==> src/rtl/regfile_writeback_if.sv <==
// Purpose : bundle of result, issue, query and register-file write signals for regfile_writeback.
// Latency : n/a (wiring only); fifo_count width tracks DEPTH.
// Backpressure: lu_valid/lu_ready handshake on the long-unit path; ALU and issue paths have none.
//
// Port summary (slave = writeback block, master = surrounding pipeline / bench):
//   flush                              sync flush of FIFO and scoreboard
//   alu_valid/alu_fp/alu_rd/alu_data   single-cycle result, always accepted
//   lu_valid/lu_ready/lu_fp/lu_rd/lu_data  long-unit result handshake
//   issue_valid/issue_fp/issue_rd      long-unit op issued, mark dest pending
//   q_fp/q_rs/q_rt -> rs_busy/rt_busy  RAW hazard lookup
//   wr_en/wr_fp/wr_addr/wr_data        register-file write port
//   fifo_count                         long-unit FIFO occupancy
interface regfile_writeback_if #(
    parameter int DEPTH = 4
) ();
    localparam int CW = $clog2(DEPTH) + 1;

    logic          flush;

    logic          alu_valid;
    logic          alu_fp;
    logic [4:0]    alu_rd;
    logic [31:0]   alu_data;

    logic          lu_valid;
    logic          lu_ready;
    logic          lu_fp;
    logic [4:0]    lu_rd;
    logic [31:0]   lu_data;

    logic          issue_valid;
    logic          issue_fp;
    logic [4:0]    issue_rd;

    logic          q_fp;
    logic [4:0]    q_rs;
    logic [4:0]    q_rt;
    logic          rs_busy;
    logic          rt_busy;

    logic          wr_en;
    logic          wr_fp;
    logic [4:0]    wr_addr;
    logic [31:0]   wr_data;

    logic [CW-1:0] fifo_count;

    modport slave (
        input  flush,
        input  alu_valid, alu_fp, alu_rd, alu_data,
        input  lu_valid, lu_fp, lu_rd, lu_data,
        output lu_ready,
        input  issue_valid, issue_fp, issue_rd,
        input  q_fp, q_rs, q_rt,
        output rs_busy, rt_busy,
        output wr_en, wr_fp, wr_addr, wr_data,
        output fifo_count
    );

    modport master (
        output flush,
        output alu_valid, alu_fp, alu_rd, alu_data,
        output lu_valid, lu_fp, lu_rd, lu_data,
        input  lu_ready,
        output issue_valid, issue_fp, issue_rd,
        output q_fp, q_rs, q_rt,
        input  rs_busy, rt_busy,
        input  wr_en, wr_fp, wr_addr, wr_data,
        input  fifo_count
    );
endinterface

==> src/rtl/regfile_writeback.sv <==
// Purpose : merges ALU and long-unit results onto one register-file write port; tracks pending long-unit dests.
// Latency : ALU result -> wr_* in 1 cycle; long-unit handshake -> wr_* in >= 2 cycles (FIFO, no bypass).
// Backpressure: lu_ready = !full & !flush (low in reset); ALU always wins arbitration, so ALU traffic stalls the FIFO drain.
//
// Ports:
//   clk    clock, all state on posedge
//   reset  asynchronous active-low reset
//   wb     regfile_writeback_if.slave (see interface file for signal list)
module regfile_writeback #(
    parameter int DEPTH = 4
) (
    input  logic               clk,
    input  logic               reset,
    regfile_writeback_if.slave wb
);
    localparam int AW = $clog2(DEPTH);
    localparam int CW = AW + 1;

    typedef struct packed {
        logic        fp;
        logic [4:0]  rd;
        logic [31:0] dat;
    } wb_entry_t;

    // ---------------------------------------------------------------
    // State
    // ---------------------------------------------------------------
    wb_entry_t     mem_q [DEPTH];
    wb_entry_t     mem_d [DEPTH];
    logic [AW-1:0] rd_ptr_q, rd_ptr_d;
    logic [AW-1:0] wr_ptr_q, wr_ptr_d;
    logic [CW-1:0] count_q, count_d;

    // Scoreboard index is {fp, rd}: bits 0..31 int bank, 32..63 fp bank.
    logic [63:0]   pend_q, pend_d;

    logic          wr_en_q, wr_en_d;
    logic          wr_fp_q, wr_fp_d;
    logic [4:0]    wr_addr_q, wr_addr_d;
    logic [31:0]   wr_data_q, wr_data_d;

    // ---------------------------------------------------------------
    // Handshake and arbitration decisions
    // ---------------------------------------------------------------
    logic      full;
    logic      empty;
    logic      lu_rdy;
    logic      push;
    logic      pop;
    logic      issue_set;
    wb_entry_t head;
    wb_entry_t push_ent;

    always_comb begin
        full      = (count_q == CW'(DEPTH));
        empty     = (count_q == '0);
        // reset term keeps ready low for the whole time reset is held,
        // not just until the counter has been cleared.
        lu_rdy    = reset & ~full & ~wb.flush;
        push      = wb.lu_valid & lu_rdy;
        // ALU has no backpressure, so it takes the write port first and
        // the FIFO only drains in ALU-idle cycles.
        pop       = ~wb.flush & ~wb.alu_valid & ~empty;
        head      = mem_q[rd_ptr_q];
        push_ent  = '{fp: wb.lu_fp, rd: wb.lu_rd, dat: wb.lu_data};
        // int r0 is hardwired zero and can never be a hazard source.
        issue_set = wb.issue_valid & ~wb.flush & (wb.issue_fp | (wb.issue_rd != 5'd0));
    end

    // ---------------------------------------------------------------
    // Long-unit result FIFO
    // ---------------------------------------------------------------
    always_comb begin
        mem_d    = mem_q;
        rd_ptr_d = rd_ptr_q;
        wr_ptr_d = wr_ptr_q;
        count_d  = count_q;
        if (wb.flush) begin
            rd_ptr_d = '0;
            wr_ptr_d = '0;
            count_d  = '0;
        end else begin
            if (push) begin
                mem_d[wr_ptr_q] = push_ent;
                wr_ptr_d        = wr_ptr_q + AW'(1);
            end
            if (pop) begin
                rd_ptr_d = rd_ptr_q + AW'(1);
            end
            // push while full is blocked by lu_ready, pop while empty by
            // the empty term in pop, so the counter never wraps.
            case ({push, pop})
                2'b10:   count_d = count_q + CW'(1);
                2'b01:   count_d = count_q - CW'(1);
                default: count_d = count_q;
            endcase
        end
    end

    // ---------------------------------------------------------------
    // Write-port selection
    // ---------------------------------------------------------------
    always_comb begin
        wr_en_d   = 1'b0;
        wr_fp_d   = wr_fp_q;
        wr_addr_d = wr_addr_q;
        wr_data_d = wr_data_q;
        // ALU still writes during a flush: it is not a buffered result.
        if (wb.alu_valid) begin
            if (wb.alu_fp || (wb.alu_rd != 5'd0)) begin
                wr_en_d   = 1'b1;
                wr_fp_d   = wb.alu_fp;
                wr_addr_d = wb.alu_rd;
                wr_data_d = wb.alu_data;
            end
        end else if (pop) begin
            // A popped int r0 result is consumed but never written.
            if (head.fp || (head.rd != 5'd0)) begin
                wr_en_d   = 1'b1;
                wr_fp_d   = head.fp;
                wr_addr_d = head.rd;
                wr_data_d = head.dat;
            end
        end
    end

    // ---------------------------------------------------------------
    // Pending-write scoreboard
    // ---------------------------------------------------------------
    always_comb begin
        pend_d = pend_q;
        if (wb.flush) begin
            pend_d = '0;
        end else begin
            if (pop) begin
                pend_d[{head.fp, head.rd}] = 1'b0;
            end
            // Applied after the clear so a newer in-flight op on the same
            // register keeps the bit set.
            if (issue_set) begin
                pend_d[{wb.issue_fp, wb.issue_rd}] = 1'b1;
            end
        end
    end

    // ---------------------------------------------------------------
    // Registers
    // ---------------------------------------------------------------
    always_ff @(posedge clk or negedge reset) begin
        if (!reset) begin
            for (int i = 0; i < DEPTH; i++) begin
                mem_q[i] <= '0;
            end
            rd_ptr_q  <= '0;
            wr_ptr_q  <= '0;
            count_q   <= '0;
            pend_q    <= '0;
            wr_en_q   <= 1'b0;
            wr_fp_q   <= 1'b0;
            wr_addr_q <= '0;
            wr_data_q <= '0;
        end else begin
            for (int i = 0; i < DEPTH; i++) begin
                mem_q[i] <= mem_d[i];
            end
            rd_ptr_q  <= rd_ptr_d;
            wr_ptr_q  <= wr_ptr_d;
            count_q   <= count_d;
            pend_q    <= pend_d;
            wr_en_q   <= wr_en_d;
            wr_fp_q   <= wr_fp_d;
            wr_addr_q <= wr_addr_d;
            wr_data_q <= wr_data_d;
        end
    end

    // ---------------------------------------------------------------
    // Outputs
    // ---------------------------------------------------------------
    assign wb.lu_ready   = lu_rdy;
    assign wb.rs_busy    = pend_q[{wb.q_fp, wb.q_rs}];
    assign wb.rt_busy    = pend_q[{wb.q_fp, wb.q_rt}];
    assign wb.wr_en      = wr_en_q;
    assign wb.wr_fp      = wr_fp_q;
    assign wb.wr_addr    = wr_addr_q;
    assign wb.wr_data    = wr_data_q;
    assign wb.fifo_count = count_q;

endmodule

==> src/flat_wrapper.sv <==
// flat-port wrapper written by rule: the top's interface ports become plain ports
module regfile_writeback_flat 
#(
    parameter int DEPTH = 4
)
  (clk, reset, wb_flush, wb_alu_valid, wb_alu_fp, wb_alu_rd, wb_alu_data, wb_lu_valid, wb_lu_fp, wb_lu_rd, wb_lu_data, wb_lu_ready, wb_issue_valid, wb_issue_fp, wb_issue_rd, wb_q_fp, wb_q_rs, wb_q_rt, wb_rs_busy, wb_rt_busy, wb_wr_en, wb_wr_fp, wb_wr_addr, wb_wr_data, wb_fifo_count);
  regfile_writeback_if #(.DEPTH(DEPTH)) wb_i ();
  input  logic clk;
  input  logic reset;
  input wire logic [$bits(wb_i.flush)-1:0] wb_flush;
  input wire logic [$bits(wb_i.alu_valid)-1:0] wb_alu_valid;
  input wire logic [$bits(wb_i.alu_fp)-1:0] wb_alu_fp;
  input wire logic [$bits(wb_i.alu_rd)-1:0] wb_alu_rd;
  input wire logic [$bits(wb_i.alu_data)-1:0] wb_alu_data;
  input wire logic [$bits(wb_i.lu_valid)-1:0] wb_lu_valid;
  input wire logic [$bits(wb_i.lu_fp)-1:0] wb_lu_fp;
  input wire logic [$bits(wb_i.lu_rd)-1:0] wb_lu_rd;
  input wire logic [$bits(wb_i.lu_data)-1:0] wb_lu_data;
  output wire logic [$bits(wb_i.lu_ready)-1:0] wb_lu_ready;
  input wire logic [$bits(wb_i.issue_valid)-1:0] wb_issue_valid;
  input wire logic [$bits(wb_i.issue_fp)-1:0] wb_issue_fp;
  input wire logic [$bits(wb_i.issue_rd)-1:0] wb_issue_rd;
  input wire logic [$bits(wb_i.q_fp)-1:0] wb_q_fp;
  input wire logic [$bits(wb_i.q_rs)-1:0] wb_q_rs;
  input wire logic [$bits(wb_i.q_rt)-1:0] wb_q_rt;
  output wire logic [$bits(wb_i.rs_busy)-1:0] wb_rs_busy;
  output wire logic [$bits(wb_i.rt_busy)-1:0] wb_rt_busy;
  output wire logic [$bits(wb_i.wr_en)-1:0] wb_wr_en;
  output wire logic [$bits(wb_i.wr_fp)-1:0] wb_wr_fp;
  output wire logic [$bits(wb_i.wr_addr)-1:0] wb_wr_addr;
  output wire logic [$bits(wb_i.wr_data)-1:0] wb_wr_data;
  output wire logic [$bits(wb_i.fifo_count)-1:0] wb_fifo_count;
  assign wb_i.flush = wb_flush;
  assign wb_i.alu_valid = wb_alu_valid;
  assign wb_i.alu_fp = wb_alu_fp;
  assign wb_i.alu_rd = wb_alu_rd;
  assign wb_i.alu_data = wb_alu_data;
  assign wb_i.lu_valid = wb_lu_valid;
  assign wb_i.lu_fp = wb_lu_fp;
  assign wb_i.lu_rd = wb_lu_rd;
  assign wb_i.lu_data = wb_lu_data;
  assign wb_lu_ready = wb_i.lu_ready;
  assign wb_i.issue_valid = wb_issue_valid;
  assign wb_i.issue_fp = wb_issue_fp;
  assign wb_i.issue_rd = wb_issue_rd;
  assign wb_i.q_fp = wb_q_fp;
  assign wb_i.q_rs = wb_q_rs;
  assign wb_i.q_rt = wb_q_rt;
  assign wb_rs_busy = wb_i.rs_busy;
  assign wb_rt_busy = wb_i.rt_busy;
  assign wb_wr_en = wb_i.wr_en;
  assign wb_wr_fp = wb_i.wr_fp;
  assign wb_wr_addr = wb_i.wr_addr;
  assign wb_wr_data = wb_i.wr_data;
  assign wb_fifo_count = wb_i.fifo_count;
  regfile_writeback #(.DEPTH(DEPTH)) u_core (.clk(clk), .reset(reset), .wb(wb_i));
endmodule
==> config.mk <==
export PLATFORM = sky130hd
export DESIGN_NAME = regfile_writeback_flat
export DESIGN_NICKNAME = d
export VERILOG_FILES = /design/src/rtl/regfile_writeback_if.sv /design/src/rtl/regfile_writeback.sv /design/src/flat_wrapper.sv
export SDC_FILE = /design/constraint.sdc
export NUM_CORES = 1
export LEC_CHECK = 0
export BUFFER_PORTS_ARGS = -buffer_cell sky130_fd_sc_hd__buf_2
export CAP_MARGIN = 20
export CORE_MARGIN = 2
export CORE_UTILIZATION = 40
export CTS_CLUSTER_DIAMETER = 100
export DETAILED_ROUTE_END_ITERATION = 10
export HOLD_SLACK_MARGIN = 0.05
export PLACE_DENSITY_LB_ADDON = 0.1
export SYNTH_ARGS = -nofsm -noshare
export SYNTH_HDL_FRONTEND = slang
export SYNTH_SLANG_ARGS = --single-unit
==> constraint.sdc <==
create_clock -name clk -period 2.7 [get_ports clk]
set_clock_uncertainty 0.05 [all_clocks]
set_input_delay 0.27 -clock clk [delete_from_list [all_inputs] [get_ports clk]]
set_output_delay 0.27 -clock clk [all_outputs]
set_load 0.1 [all_outputs]
==> flow_metrics.py <==
metrics = {
    "critical_path": {
        "critPathKind": "register to register",
        "timing.rr.start": "u_core.rd_ptr_q[0]",
        "arrival_ns": 3.03,
        "path_cells": "mux4_2 > or3_4 > nor4_4 > a2bb2oi_4 > buf_12 > buf_6 > mux2_2",
        "crit_fanout": 6,
        "r2r_cells": 7,
        "ff2ff_setup_slack_ns": 0.05,
        "crit_path_end_kind": "register",
        "cp.depth": 7,
        "cpPeakStageDelay_ns": 0.55,
        "critPathTopFamily": "multiplexers",
        "r2r_end": "u_core.wb.wr_data[27]",
        "critPathBufInv": 2,
        "startpoint_type": "register",
        "slowest_stage": "mux4_2",
        "required_ns": 3.08,
    },
    "synthesis": {
        "yosys-top-cells-area": "dfrtp_1, mux2_2, mux4_2, o21ai_0, a21oi_1",
        "synthAdderAreaFrac_pct": 0.546,
        "synth_xor_xnor_area_share_pct": 0.341,
        "synth-seq-cells": 262,
        "synthesis.nets": 1064,
        "synth_ff_type": "dfrtp_1",
        "ys_seq_area_share_pct": 51.1,
        "synth_top_family_by_area": "multiplexers",
        "synth_common_cells": "dfrtp_1, mux2_2, o21ai_0",
        "synthCells": 960,
        "ys_async_sr_fraction_pct": 100,
        "yosysMostFrequentCell": "dfrtp_1",
        "synth-simple-area-share_pct": 6.39,
        "synth_compound_area_share_pct": 6.26,
        "yosysTopAreaCellShare_pct": 51.1,
        "synthMuxAreaShare_pct": 33.3,
        "ys.warnings.count": 0,
        "synth_cell_types": 49,
        "yosysTopAreaCell": "dfrtp_1",
        "synth_edf_count": 0,
        "syn_area_um2": 12800,
        "avgSynthCellArea_um2": 13.4,
    },
    "cts": {
        "cts_tree": "built",
        "clockRootBuffer": "clkbuf_16",
        "cts_made_buffers": 29,
        "clock_latency_ns": 0.55,
        "cts.clk_slew.worst_paths_ns": 0.06,
        "htreeDepth": 1,
        "cts_sinks": 262,
        "cts.path.max_buffers": 3,
    },
    "finish": {
        "syn2layout_area_growth_pct": 27.9,
        "final_nets": 1320,
        "layout-drive-gt1-share_pct": 45.5,
        "multi_input_area_um2": 6120,
        "antenna-diode-count": 0,
        "fill_cells": 2805,
        "regArea_um2": 6570,
    },
    "detailed_routing": {
        "drtPass1Iterations": 5,
        "wl_um": 35000,
        "ant_nets": 0,
        "num_vias": 8949,
        "drc": 0,
        "drtIter0Drc": 408,
        "wl_per_cell_um": 21.4,
        "viasPerCell": 5.46,
    },
    "sta": {
        "fin_crit_sh_pct": 98.2,
        "fin_hold_ws_ns": 0.0935,
        "period_minus_slack_ns": 2.65,
        "slew_viol_final": 0,
        "finalHoldViolations": 0,
        "slew_headroom_pct": 36.9,
        "max_freq_mhz": 377,
        "tightest_slew_ns": 0.946,
        "finalSetupTns_ns": 0,
        "rsz0062_at_grt": "yes",
        "final-setup-viol-count": 0,
    },
    "power": {
        "power_density_nw_per_um2": 825,
        "seq_power_share_pct": 37.2,
        "p_int_mw": 8.97,
        "leakagePower_nw": 7.28,
        "swShare_pct": 33.8,
        "clkPwrFrac_pct": 31.8,
        "p_switching_mw": 4.57,
        "combinationalPowerShare_pct": 31.0,
        "ir_drop_uv": 530,
    },
    "grt": {
        "grt_usage_pct": 20.8,
        "grt_pass1_vias": 9160,
        "grt_max_degree": 144,
        "grt_pass1_wl_um": 53800,
        "grt_overflow_total": 0,
        "antenna_found_initial": 0,
    },
    "flow_run": {
        "maxCapViolations": 0,
    },
    "floorplan": {
        "die_height_um": 183,
        "coreArea_um2": 31600,
        "die_x_um": 183,
        "start_util_pct": 40.7,
        "rows": 65,
        "dieArea_um2": 33500,
        "io_pins": 144,
    },
    "worst_hold_path": {
        "hold_path.class": "input pin to register",
        "hold_path_depth": 3,
        "min_to": "u_core.pend_q[6]",
        "holdCritStartpoint": "wb_issue_rd[2]",
    },
    "place": {
        "hpwl_um": 22600,
        "io_buffers": 143,
        "place.gp.congestion": 0.819,
    },
    "run_status": {
        "status": "complete, no violations",
    },
}
==> placed cells by master (no fill, tap or decap), types with 11 or more instances in the layout <==
master	n
dfrtp_1	257
mux2_2	208
buf_2	139
o21ai_0	75
dlygate4sd3_1	75
mux4_2	70
nand2_1	69
a21oi_1	55
buf_4	53
clkbuf_16	31
nor2b_1	22
nor2_1	16
mux2_4	14
nand3_1	12
buf_12	11
==> worst register-to-register path: stages, from the launching register on <==
cell and delay (ns):
dfrtp_2 0.44, mux4_2 0.55, or3_4 0.40, nor4_4 0.19, a2bb2oi_4 0.24, buf_12 0.16, buf_6 0.17, mux2_2 0.34
==> area by class of cell <==
class	instances	area share (%)
sequential	262	40.0
tap	402	3.07
clock inverter	8	1.16
multi-input combinational	635	37.3
inverter	5	0.114
timing repair buffer	283	13.1
clock buffer	43	5.17
==> worst max path at each step <==
| stage | from | slack [ns] | endpoint |
|---|---|---|---|
| 6_report | u_core.rd_ptr_q[0] | 0.05 | u_core.wb.wr_data[27] |
| 5_1_grt | u_core.rd_ptr_q[0] | -0.05 | u_core.wb.wr_data[9] |
| 4_1_cts | u_core.pend_q[7] | 0.006 | wb_rs_busy |
| 3_5_place_dp | u_core.rd_ptr_q[0] | 0.03 | u_core.wb.wr_addr[4] |
| 3_3_place_gp | u_core.rd_ptr_q[0] | 0.07 | u_core.wb.wr_data[29] |
| 2_1_floorplan | u_core.wb.fifo_count[0] | -0.14 | u_core.wb.fifo_count[2] |
==> stage by stage <==
stage	utilization [%]	cell area, um2	worst slack [ns]	total power [mW]	instances
after floorplan	-	12800	-0.137	8.11	960
after CTS	51.4	16200	0.00609	13.6	1632
final	52.0	16400	0.0484	13.5	1638
after global placement	45.7	14400	0.0691	9.09	1506
after global routing	52.0	16400	-0.0497	14.2	1638
after detailed placement	45.7	14400	0.0292	9.13	1506
==> flip-flops by register name (all words and copies together), names as in the netlist <==
| register | count |
|---|---|
| u_core.mem_q | 152 |
| u_core.wb.fifo_count | 3 |
| u_core.rd_ptr_q | 2 |
| u_core.wb.wr_en | 1 |
| u_core.wb.wr_data | 32 |
| u_core.wb.wr_fp | 1 |
| u_core.pend_q | 64 |
| u_core.wb.wr_addr | 5 |
| u_core.wr_ptr_q | 2 |
==> power groups by stage <==
| stage | clock network, mW | logic (mW) | registers [mW] |
|---|---|---|---|
| finish | 4.30 | 4.20 | 5.04 |
| CTS | 4.41 | 4.13 | 5.04 |
| global placement | 0 | 3.99 | 5.10 |
| detailed placement | 0 | 4.03 | 5.11 |
| global route | 4.60 | 4.43 | 5.14 |
| floorplan | 0 | 1.63 | 6.48 |
==> logic make-up (layout without fill, tap and decap cells) <==
kind of cell,Yosys count,count (layout)
adder cells (fa/ha/maj),5,5
AND/OR/NAND/NOR,166,166
buffers and inverters,63,339
flip-flops,262,262
AO/OA/AOI/OAI,149,149
multiplexers,310,310
XOR/XNOR,5,5
==> layer usage <==
layer / global-route usage [%] / share of wire, % / vias up
met5: 0 / 0 / -
met4: 5.66 / 2.3 / 0
met3: 2.96 / 4.3 / 55
met2: 33.9 / 48 / 200
met1: 29.2 / 46 / 4622
li1: - / - / 4072
==> timing repair <==
| action | CTS | global route |
|---|---|---|
| gates resized for setup | 7 | 21 |
| setup buffers | 0 | 3 |
| cloned | 0 | 3 |
| hold buffers | 75 | 0 |
| pin swaps | 1 | 1 |
| endpoints found under the setup margin | 2 | 34 |
| hold endpoints to repair | 239 | 0 |
No activity file was read; power rests on OpenSTA's default activity.
